**src/rtl/rf_pkg.sv**
```systemverilog
// rtl/rf_pkg.sv - shared types and helpers for the multiport register file
//
// Holds the clear/ready state encoding, the storage depth computation and the
// write-port priority resolver used by both the storage update and the read
// bypass, so the two paths can never disagree on which port wins.

package rf_pkg;

  typedef enum logic {
    RF_CLEAR,
    RF_READY
  } rf_state_e;

  // Upper bound on write ports; narrower configurations pad unused lanes.
  localparam int RF_MAX_WRITE_PORTS = 2;

  typedef struct packed {
    logic       hit;
    logic [0:0] idx;
  } rf_wsel_t;

  function automatic int rf_depth(input int addr_width);
    return 1 << addr_width;
  endfunction

  // Highest matching port index wins, matching program order within a cycle.
  function automatic rf_wsel_t rf_resolve_write(input logic [RF_MAX_WRITE_PORTS-1:0] match);
    rf_wsel_t sel;
    sel.hit = 1'b0;
    sel.idx = 1'b0;
    for (int i = 0; i < RF_MAX_WRITE_PORTS; i++) begin
      if (match[i]) begin
        sel.hit = 1'b1;
        sel.idx = i[0:0];
      end
    end
    return sel;
  endfunction

endpackage

```
**src/rtl/rf_scoreboard.sv**
```systemverilog
// rtl/rf_scoreboard.sv - per-register pending (outstanding producer) tracker
//
// Ports:
//   clk_i, rst_i          clock, synchronous active-high reset
//   ready_i               register file is out of CLEAR; reserves accepted
//   wr_accept_i[w]        write lane w is committing this cycle
//   wr_addr_i[w]          write lane w target register
//   reserve_i             set pending for reserve_address_i
//   reserve_address_i     register being reserved
//   read_address_i[p]     read port lookup address
//   read_write_hit_i[p]   a committing write targets read_address_i[p]
//   read_pending_o[p]     pending bit of read_address_i[p]

module rf_scoreboard
  import rf_pkg::*;
#(
  parameter int REG_ADDR_WIDTH = 5,
  parameter int NUM_READ_PORTS = 3,
  parameter bit BYPASS_EN      = 1'b1
) (
  input  logic                          clk_i,
  input  logic                          rst_i,
  input  logic                          ready_i,
  input  logic [RF_MAX_WRITE_PORTS-1:0] wr_accept_i,
  input  logic [REG_ADDR_WIDTH-1:0]     wr_addr_i [RF_MAX_WRITE_PORTS],
  input  logic                          reserve_i,
  input  logic [REG_ADDR_WIDTH-1:0]     reserve_address_i,
  input  logic [REG_ADDR_WIDTH-1:0]     read_address_i [NUM_READ_PORTS],
  input  logic [NUM_READ_PORTS-1:0]     read_write_hit_i,
  output logic [NUM_READ_PORTS-1:0]     read_pending_o
);

  localparam int DEPTH = rf_depth(REG_ADDR_WIDTH);

  logic [DEPTH-1:0] pending_q;
  logic [DEPTH-1:0] pending_d;

  always_comb begin
    pending_d = pending_q;
    for (int w = 0; w < RF_MAX_WRITE_PORTS; w++) begin
      if (wr_accept_i[w]) begin
        pending_d[wr_addr_i[w]] = 1'b0;
      end
    end
    // Applied after the clears: a reserve issued alongside a completing write
    // belongs to a newer producer, so the bit must stay set.
    if (ready_i && reserve_i && (reserve_address_i != '0)) begin
      pending_d[reserve_address_i] = 1'b1;
    end
    pending_d[0] = 1'b0;
  end

  always_ff @(posedge clk_i) begin
    if (rst_i) begin
      pending_q <= '0;
    end else begin
      pending_q <= pending_d;
    end
  end

  // With bypass the reader already sees the completing write's data, so the
  // register is no longer waiting from its point of view.
  always_comb begin
    read_pending_o = '0;
    for (int p = 0; p < NUM_READ_PORTS; p++) begin
      read_pending_o[p] = ready_i && pending_q[read_address_i[p]]
                          && !(BYPASS_EN && read_write_hit_i[p]);
    end
  end

endmodule

```
**src/rtl/multiport_register_file.sv**
```systemverilog
// rtl/multiport_register_file.sv - multi-read, multi-write register file with bypass and scoreboard
//
// Ports:
//   clk_i, rst_i          clock, synchronous active-high reset
//   write_enable_i[w]     write strobe per write port
//   write_address_i[w]    write target register (x0 writes discarded)
//   write_data_i[w]       write data
//   read_address_i[p]     asynchronous read address
//   read_data_o[p]        read data (combinational, bypassed when enabled)
//   read_pending_o[p]     addressed register has an outstanding producer
//   reserve_i             mark reserve_address_i pending
//   reserve_address_i     register to reserve
//   ready_o               storage cleared; writes and reserves accepted

module multiport_register_file
  import rf_pkg::*;
#(
  parameter int XLEN            = 32,
  parameter int REG_ADDR_WIDTH  = 5,
  parameter int NUM_READ_PORTS  = 3,
  parameter int NUM_WRITE_PORTS = 2,
  parameter bit BYPASS_EN       = 1'b1
) (
  input  logic                       clk_i,
  input  logic                       rst_i,
  input  logic [NUM_WRITE_PORTS-1:0] write_enable_i,
  input  logic [REG_ADDR_WIDTH-1:0]  write_address_i [NUM_WRITE_PORTS],
  input  logic [XLEN-1:0]            write_data_i [NUM_WRITE_PORTS],
  input  logic [REG_ADDR_WIDTH-1:0]  read_address_i [NUM_READ_PORTS],
  output logic [XLEN-1:0]            read_data_o [NUM_READ_PORTS],
  output logic [NUM_READ_PORTS-1:0]  read_pending_o,
  input  logic                       reserve_i,
  input  logic [REG_ADDR_WIDTH-1:0]  reserve_address_i,
  output logic                       ready_o
);

  localparam int DEPTH = rf_depth(REG_ADDR_WIDTH);

  typedef logic [REG_ADDR_WIDTH-1:0] addr_t;

  localparam addr_t LAST_ADDR = addr_t'(DEPTH - 1);

  rf_state_e       state_q, state_d;
  addr_t           clr_ptr_q, clr_ptr_d;
  logic            ready_q, ready_d;
  logic [XLEN-1:0] regs_q [DEPTH];
  logic [XLEN-1:0] regs_d [DEPTH];

  // Write lanes padded to the package maximum so the shared resolver sees a
  // fixed-width match vector regardless of NUM_WRITE_PORTS.
  logic [RF_MAX_WRITE_PORTS-1:0] wacc_pad;
  addr_t                         waddr_pad [RF_MAX_WRITE_PORTS];
  logic [XLEN-1:0]               wdata_pad [RF_MAX_WRITE_PORTS];

  logic [NUM_READ_PORTS-1:0]     rd_hit;

  for (genvar w = 0; w < RF_MAX_WRITE_PORTS; w++) begin : g_wpad
    if (w < NUM_WRITE_PORTS) begin : g_used
      assign wacc_pad[w]  = (state_q == RF_READY) && write_enable_i[w]
                            && (write_address_i[w] != '0);
      assign waddr_pad[w] = write_address_i[w];
      assign wdata_pad[w] = write_data_i[w];
    end else begin : g_unused
      assign wacc_pad[w]  = 1'b0;
      assign waddr_pad[w] = '0;
      assign wdata_pad[w] = '0;
    end
  end

  function automatic logic [RF_MAX_WRITE_PORTS-1:0] write_match(input addr_t addr);
    logic [RF_MAX_WRITE_PORTS-1:0] m;
    m = '0;
    for (int w = 0; w < RF_MAX_WRITE_PORTS; w++) begin
      m[w] = wacc_pad[w] && (waddr_pad[w] == addr);
    end
    return m;
  endfunction

  // Clear engine: walks x1..x(DEPTH-1) once per reset, one entry per edge.
  always_comb begin
    state_d   = state_q;
    clr_ptr_d = clr_ptr_q;
    if (state_q == RF_CLEAR) begin
      clr_ptr_d = clr_ptr_q + addr_t'(1);
      if (clr_ptr_q == LAST_ADDR) begin
        state_d = RF_READY;
      end
    end
    ready_d = (state_d == RF_READY);
  end

  always_ff @(posedge clk_i) begin
    if (rst_i) begin
      state_q   <= RF_CLEAR;
      clr_ptr_q <= addr_t'(1);
      ready_q   <= 1'b0;
    end else begin
      state_q   <= state_d;
      clr_ptr_q <= clr_ptr_d;
      ready_q   <= ready_d;
    end
  end

  assign ready_o = ready_q;

  // Storage is left unreset so it can map onto distributed RAM; the clear
  // engine provides the zero initial state instead.
  always_comb begin
    rf_wsel_t sel;
    sel    = '0;
    regs_d = regs_q;
    if (state_q == RF_CLEAR) begin
      regs_d[clr_ptr_q] = '0;
    end else begin
      for (int r = 1; r < DEPTH; r++) begin
        sel = rf_resolve_write(write_match(addr_t'(r)));
        if (sel.hit) begin
          regs_d[r] = wdata_pad[sel.idx];
        end
      end
    end
    regs_d[0] = '0;
  end

  always_ff @(posedge clk_i) begin
    regs_q <= regs_d;
  end

  always_comb begin
    rf_wsel_t sel;
    sel    = '0;
    rd_hit = '0;
    for (int p = 0; p < NUM_READ_PORTS; p++) begin
      sel       = rf_resolve_write(write_match(read_address_i[p]));
      rd_hit[p] = sel.hit;
      if ((state_q != RF_READY) || (read_address_i[p] == '0)) begin
        read_data_o[p] = '0;
      end else if (BYPASS_EN && sel.hit) begin
        read_data_o[p] = wdata_pad[sel.idx];
      end else begin
        read_data_o[p] = regs_q[read_address_i[p]];
      end
    end
  end

  rf_scoreboard #(
    .REG_ADDR_WIDTH (REG_ADDR_WIDTH),
    .NUM_READ_PORTS (NUM_READ_PORTS),
    .BYPASS_EN      (BYPASS_EN)
  ) u_scoreboard (
    .clk_i             (clk_i),
    .rst_i             (rst_i),
    .ready_i           (state_q == RF_READY),
    .wr_accept_i       (wacc_pad),
    .wr_addr_i         (waddr_pad),
    .reserve_i         (reserve_i),
    .reserve_address_i (reserve_address_i),
    .read_address_i    (read_address_i),
    .read_write_hit_i  (rd_hit),
    .read_pending_o    (read_pending_o)
  );

endmodule
```
**config.mk**
```make
export PLATFORM = sky130hd
export DESIGN_NAME = multiport_register_file
export DESIGN_NICKNAME = d
export VERILOG_FILES = /design/src/rtl/rf_pkg.sv /design/src/rtl/rf_scoreboard.sv /design/src/rtl/multiport_register_file.sv
export SDC_FILE = /design/constraint.sdc
export NUM_CORES = 2
export LEC_CHECK = 0
export BUFFER_PORTS_ARGS = -buffer_cell sky130_fd_sc_hd__buf_4
export CORE_UTILIZATION = 40
export DETAILED_ROUTE_END_ITERATION = 6
export GPL_TIMING_DRIVEN = 0
export PLACE_DENSITY = 0.57
export SETUP_SLACK_MARGIN = 0.4
export SYNTH_ARGS = -nofsm -noshare
export SYNTH_HDL_FRONTEND = slang
export SYNTH_HIERARCHICAL = 1
export SYNTH_SLANG_ARGS = --single-unit
```
**constraint.sdc**
```tcl
create_clock -name clk_i -period 6.5 [get_ports clk_i]
set_input_delay 0.65 -clock clk_i [delete_from_list [all_inputs] [get_ports clk_i]]
set_output_delay 0.65 -clock clk_i [all_outputs]
set_load 0.03 [all_outputs]
```
---- Word level (Yosys, flattened, before mapping) ----
Index checks and enable logic that the tools add are counted.
cells by class
  eq/ne operators ......................... 100
  muxes and demuxes ....................... 267
  bitwise logic cells ..................... 46
  reductions and logical operators ........ 96
  add/subtract/negate cells ............... 1
  magnitude comparators ................... 48
operators by type and width
  operator            number
  $mux 32             149
  $and 992x992->992   1
  $mux 992            1
  $not 992->992       1
  $bmux 32 s5         3
  $mux 2              99
  $eq 5x5->1 const B  33
  $demux 32 s5        1
  $logic_and 1x1->1   84
  $eq 5x4->1 const B  16
  $ge 2x2->1 const B  34
  $not 1->2           34
  $and 32x32->32      2
  $not 32->32         2
  $ne 2x1->1 const B  31
  $eq 5x3->1 const B  8
  $lt 5x6->1 const B  6
  $or 32x32->32       1
  $eq 5x5->1          6
  $ge 6x6->1 const B  4
  $not 5->6           4
  $eq 5x2->1 const B  4
  $bmux 1 s5          3
  $demux 1 s5         3
  other kinds (10)    28
storage, ports and cells
  output and inout bits ................... 100
  input bits .............................. 99
  logic and storage cells ................. 593
  flip-flop bits (word level) ............. 1030

---- Depth between registers and ports, before layout ----
  word-level depth ........................ 12
  depth in mapped cells ................... 11
  depth with buffers taken out ............ 6

---- Hierarchy ----
Netlist, hierarchy kept.
modules (own cells, without submodules)
  module                   instances  sequential area each (um2)  area an instance (um2)  cells each
  multiport_register_file  1          29908.7                     78942.0                 6047
  rf_scoreboard            1          620.6                       2402.3                  256

---- Worst setup path after synthesis ----
No wires, ideal clock.
  kind .................................... input port to flip-flop
  from .................................... input port write_address_i[5] (netlist name)
  to ...................................... register regs_q[928] (netlist name), enable pin
  stages .................................. 4
  library setup time ...................... 0.533 ns
  arrival time ............................ 5.134 ns
  buffers on the path ..................... 1
  data required time ...................... 5.967 ns
  setup slack ............................. 0.832 ns
  path through ............................ buf_2 -> nand2b_1 -> or3_1 -> o311ai_0
on the way
  cells in the longest elaborated chain, start to end .. 7
  elaborated cells on any way between the ends .. 8
  those cells by class .................... eq/ne: 2; mux: 3; reduce/logical: 3
ends and longest elaborated chain
  what                             RTL line                        text
  from (decl)                      multiport_register_file.sv:27   input logic [REG_ADDR_WIDTH-1:0] write_address_i [NUM_WRITE_PORTS],
  $reduce_bool 5->1                multiport_register_file.sv:60   && (write_address_i[w] != '0);
  $logic_and 1x1->1                multiport_register_file.sv:60
  $logic_and 1x1->1 (*)            multiport_register_file.sv:74   m[w] = wacc_pad[w] && (waddr_pad[w] == addr);
  $mux 2 (*) (2 in series)         rf_pkg.sv:32                    if (match[i]) begin
  $mux 2 (*)                       multiport_register_file.sv:112  if (state_q == RF_CLEAR) begin
  $ne 2x1->1 (no source line) (*)  --
  to (signal assigned)             multiport_register_file.sv:126  regs_q <= regs_d;
  to (decl)                        multiport_register_file.sv:46   logic [XLEN-1:0] regs_q [DEPTH];
Mark *: on every way between the ends. The rest lies on a longest branch, timed or not. The select of a mux whose other input is x is not followed.
A chain may end at the register's enable or synchronous reset.

==> impl_metrics.ini <==
[run_status]
status = finished, violations left
violations = design-rule violations, max-capacitance violations, max-slew violations

[routing]
ant_nets = 0
vias = 78534
first_iter_violations = 15145
routed_wl_um = 561800
drt-wirelength-per-cell_um = 58.90
post-route-drc-count = 4
vias_per_cell = 8.233
first_pass_iters = 7

[logic_synthesis]
synth_cell_types = 73
synthMuxAreaShare = 0.3482
synth_compound_area_frac = 0.1851
synth_xor_area_frac = 0.003553
yosys.area_share.simple = 0.03693
synth_edf_count = 992
synth_area_um2 = 81340
async_flop_share = 0
ys_warn_count = 6
synth_top_area_cell = edfxtp_1
synth_top_flop_cell = edfxtp_1
syn_avg_cell_area_um2 = 12.91
synth.top_cells.by_area = edfxtp_1 (37%), mux4_2 (17%), mux2_2 (12%)
synth_top_family_by_area = multiplexers
synth.ff_latch_count = 1029
synth_top_area_share = 0.3662
yosys.area_share.adder = 0.0007691
synth_commonest_cells = a22o_1 (992), edfxtp_1 (992), mux2_2 (894)
ys_seq_area_frac = 0.3753
syn_inst = 6303
syn_nets = 6407

[sta]
setup_violations = 0
skew_ps = 34.05
rsz0062_at_grt = no
maxSlewHeadroom = -0.1971
period_minus_slack_ps = 6388
maxSlewViolCount = 330
finalCritPeriodShare = 0.9827
tightest_slew_ps = 1796
hold_violations = 0
max_freq_mhz = 156.6
hold_slack_ps = 98.61

[critical_path]
end_kind = output pin
slowest_stage = nor4_2
worstSetupPathType = flop to output pin
reg2reg_depth = 7
cp-start-kind = flop
cpPeakStageDelay_ps = 980
reg2reg_slack_ps = 190
r2r_end = regs_q[269]
crit_family = simple AND/OR/NAND/NOR gates
crit_buf_inv = 4
worstPathRequired_ps = 5850
crit_arrival_ps = 5740
r2r_start = ready_o
critical_path.cell_chain = buf_4 -> nand2_1 -> nor4_2 -> and2_1 -> buf_2 -> clkbuf_1 -> a2111oi_0 -> nor4_2 -> buf_4
cp_max_fo = 10

[global_routing]
use_met2 = 0.7388
track_usage = 0.5308
met3_usage = 0.2513
grt_pass1_vias = 71376
grtUsageMet1 = 0.6195
grt_max_degree = 33
grt.busiest_layer = met2
antenna_found_initial = 74
grt_pass1_wl_um = 713200
gr-total-overflow = 0

[clock_network]
hold_buffers = 0
clock_path_buffers = 3
cts-root-buf = clkbuf_16
h-tree-depth = 4
clock_latency_ps = 870
postCtsSetupBuffers = 0
cts_tree = done
cts.sinks = 1029
numCtsBuffers = 139
path_clk_slew_ps = 60
cts_resized = 6

[cells_and_area]
fin_util = 0.4540
layout.area.seq_um2 = 30530
fillers = 18532
syn_to_final_growth_pct = 12.81
multi_input_area_um2 = 46970
fin_area_um2 = 91760
nNetsFinal = 6807
final_cells = 9539
drive_above_1_share = 0.3471

[placement]
post-place-cells = 9225
place_area_um2 = 87160
port_buffers = 193
place_congestion = 1.094
hpwl_um = 426800

[floorplanning]
rows = 165
die_w_um = 453.0
start_util = 0.4025
fp.dieArea_um2 = 205200
design.core.area_um2 = 202100
die_y_um = 453.0
io_pins = 199

[power_and_ir_drop]
p_sw_frac = 0.3467
finalPower_mw = 24.97
pwr-share-comb = 0.258
power_frac_clock = 0.315
ir_drop_uv = 301.1
p_leak_nw = 32.63
p_int_mw = 16.31
p_sw_mw = 8.658
pwr_density_cell_nw_per_um2 = 272.1
p_seq_frac = 0.427

[hold_path]
hold_start = rst_i
worstHoldPathType = input pin to flop
hold_depth = 2
holdPathEnd = clr_ptr_q[1]

[flow_run]
maxCapViolations = 42
==> power groups by stage <==
stage | Sequential (mW) | Clock (mW) | Combinational, mW
CTS | 10.4 | 7.76 | 5.99
floorplan | 9.74 | 0 | 4.03
finish | 10.7 | 7.87 | 6.45
global placement | 10.5 | 0 | 5.90
detailed placement | 10.6 | 0 | 5.96
global route | 10.7 | 7.97 | 6.43
==> kinds of logic (layout without fill, tap and decap cells) <==
| group | after synthesis | after routing |
|---|---|---|
| AO/OA/AOI/OAI | 1797 | 1797 |
| AND/OR/NAND/NOR | 588 | 588 |
| adder cells (fa/ha/maj) | 5 | 5 |
| buffers and inverters | 943 | 1450 |
| XOR/XNOR | 33 | 33 |
| multiplexers | 1908 | 1908 |
| other | 0 | 57 |
| flip-flops | 1029 | 1029 |
==> layout by cell type, fill, tap and decap left out, types with 57 or more instances in the layout <==
cell	instances
clkbuf_16	142
o221ai_1	63
mux4_2	627
a221oi_1	96
mux2i_1	190
mux2_1	196
buf_2	249
mux2_2	894
edfxtp_1	992
a22o_1	992
nand2_1	197
o22a_1	58
clkbuf_1	576
o22ai_1	92
nor2_1	107
buf_4	238
a22oi_1	218
diode_2	57
==> stage by stage <==
step | setup WS [ps] | setup TNS (ps)
4_1_cts | 420.5 | 0
5_1_grt | 445.3 | 0
3_3_place_gp | -7641 | -932760
6_report | 112.3 | 0
2_1_floorplan | 832.4 | 0
3_5_place_dp | -82.50 | -82.50
==> worst max-delay path by stage <==
stage / depth (start not counted) / start / to
finish: 9 / ready_o / read_data_o[67]
global route: 9 / ready_o / read_data_o[65]
CTS: 9 / ready_o / read_data_o[65]
detailed placement: 10 / read_address_i[13] / read_data_o[85]
global placement: 4 / write_address_i[8] / regs_q[180]
floorplan: 4 / write_address_i[5] / regs_q[928]
==> metal layers <==
layer	wire, µm	vias up
met2	228700	8623
met5	618	-
li1	-	27475
met1	193600	40089
met3	84180	2315
met4	54750	32
==> flip-flops by register name, indices dropped and copies added, names as in the netlist <==
name	flops
clr_ptr_q	5
u_scoreboard/pending_q	31
ready_o	1
regs_q	992
==> layout make-up <==
type / instances / area share
diodes: 57 / 0.001554
clock buffers: 171 / 0.04024
plain buffers: 897 / 0.04306
multi-input cells: 4331 / 0.5118
clock inverters: 77 / 0.007049
inverters: 46 / 0.001882
repair buffers: 259 / 0.02524
well taps: 2672 / 0.03643
flip-flops and latches: 1029 / 0.3327
(Power assumes the default switching activity.)
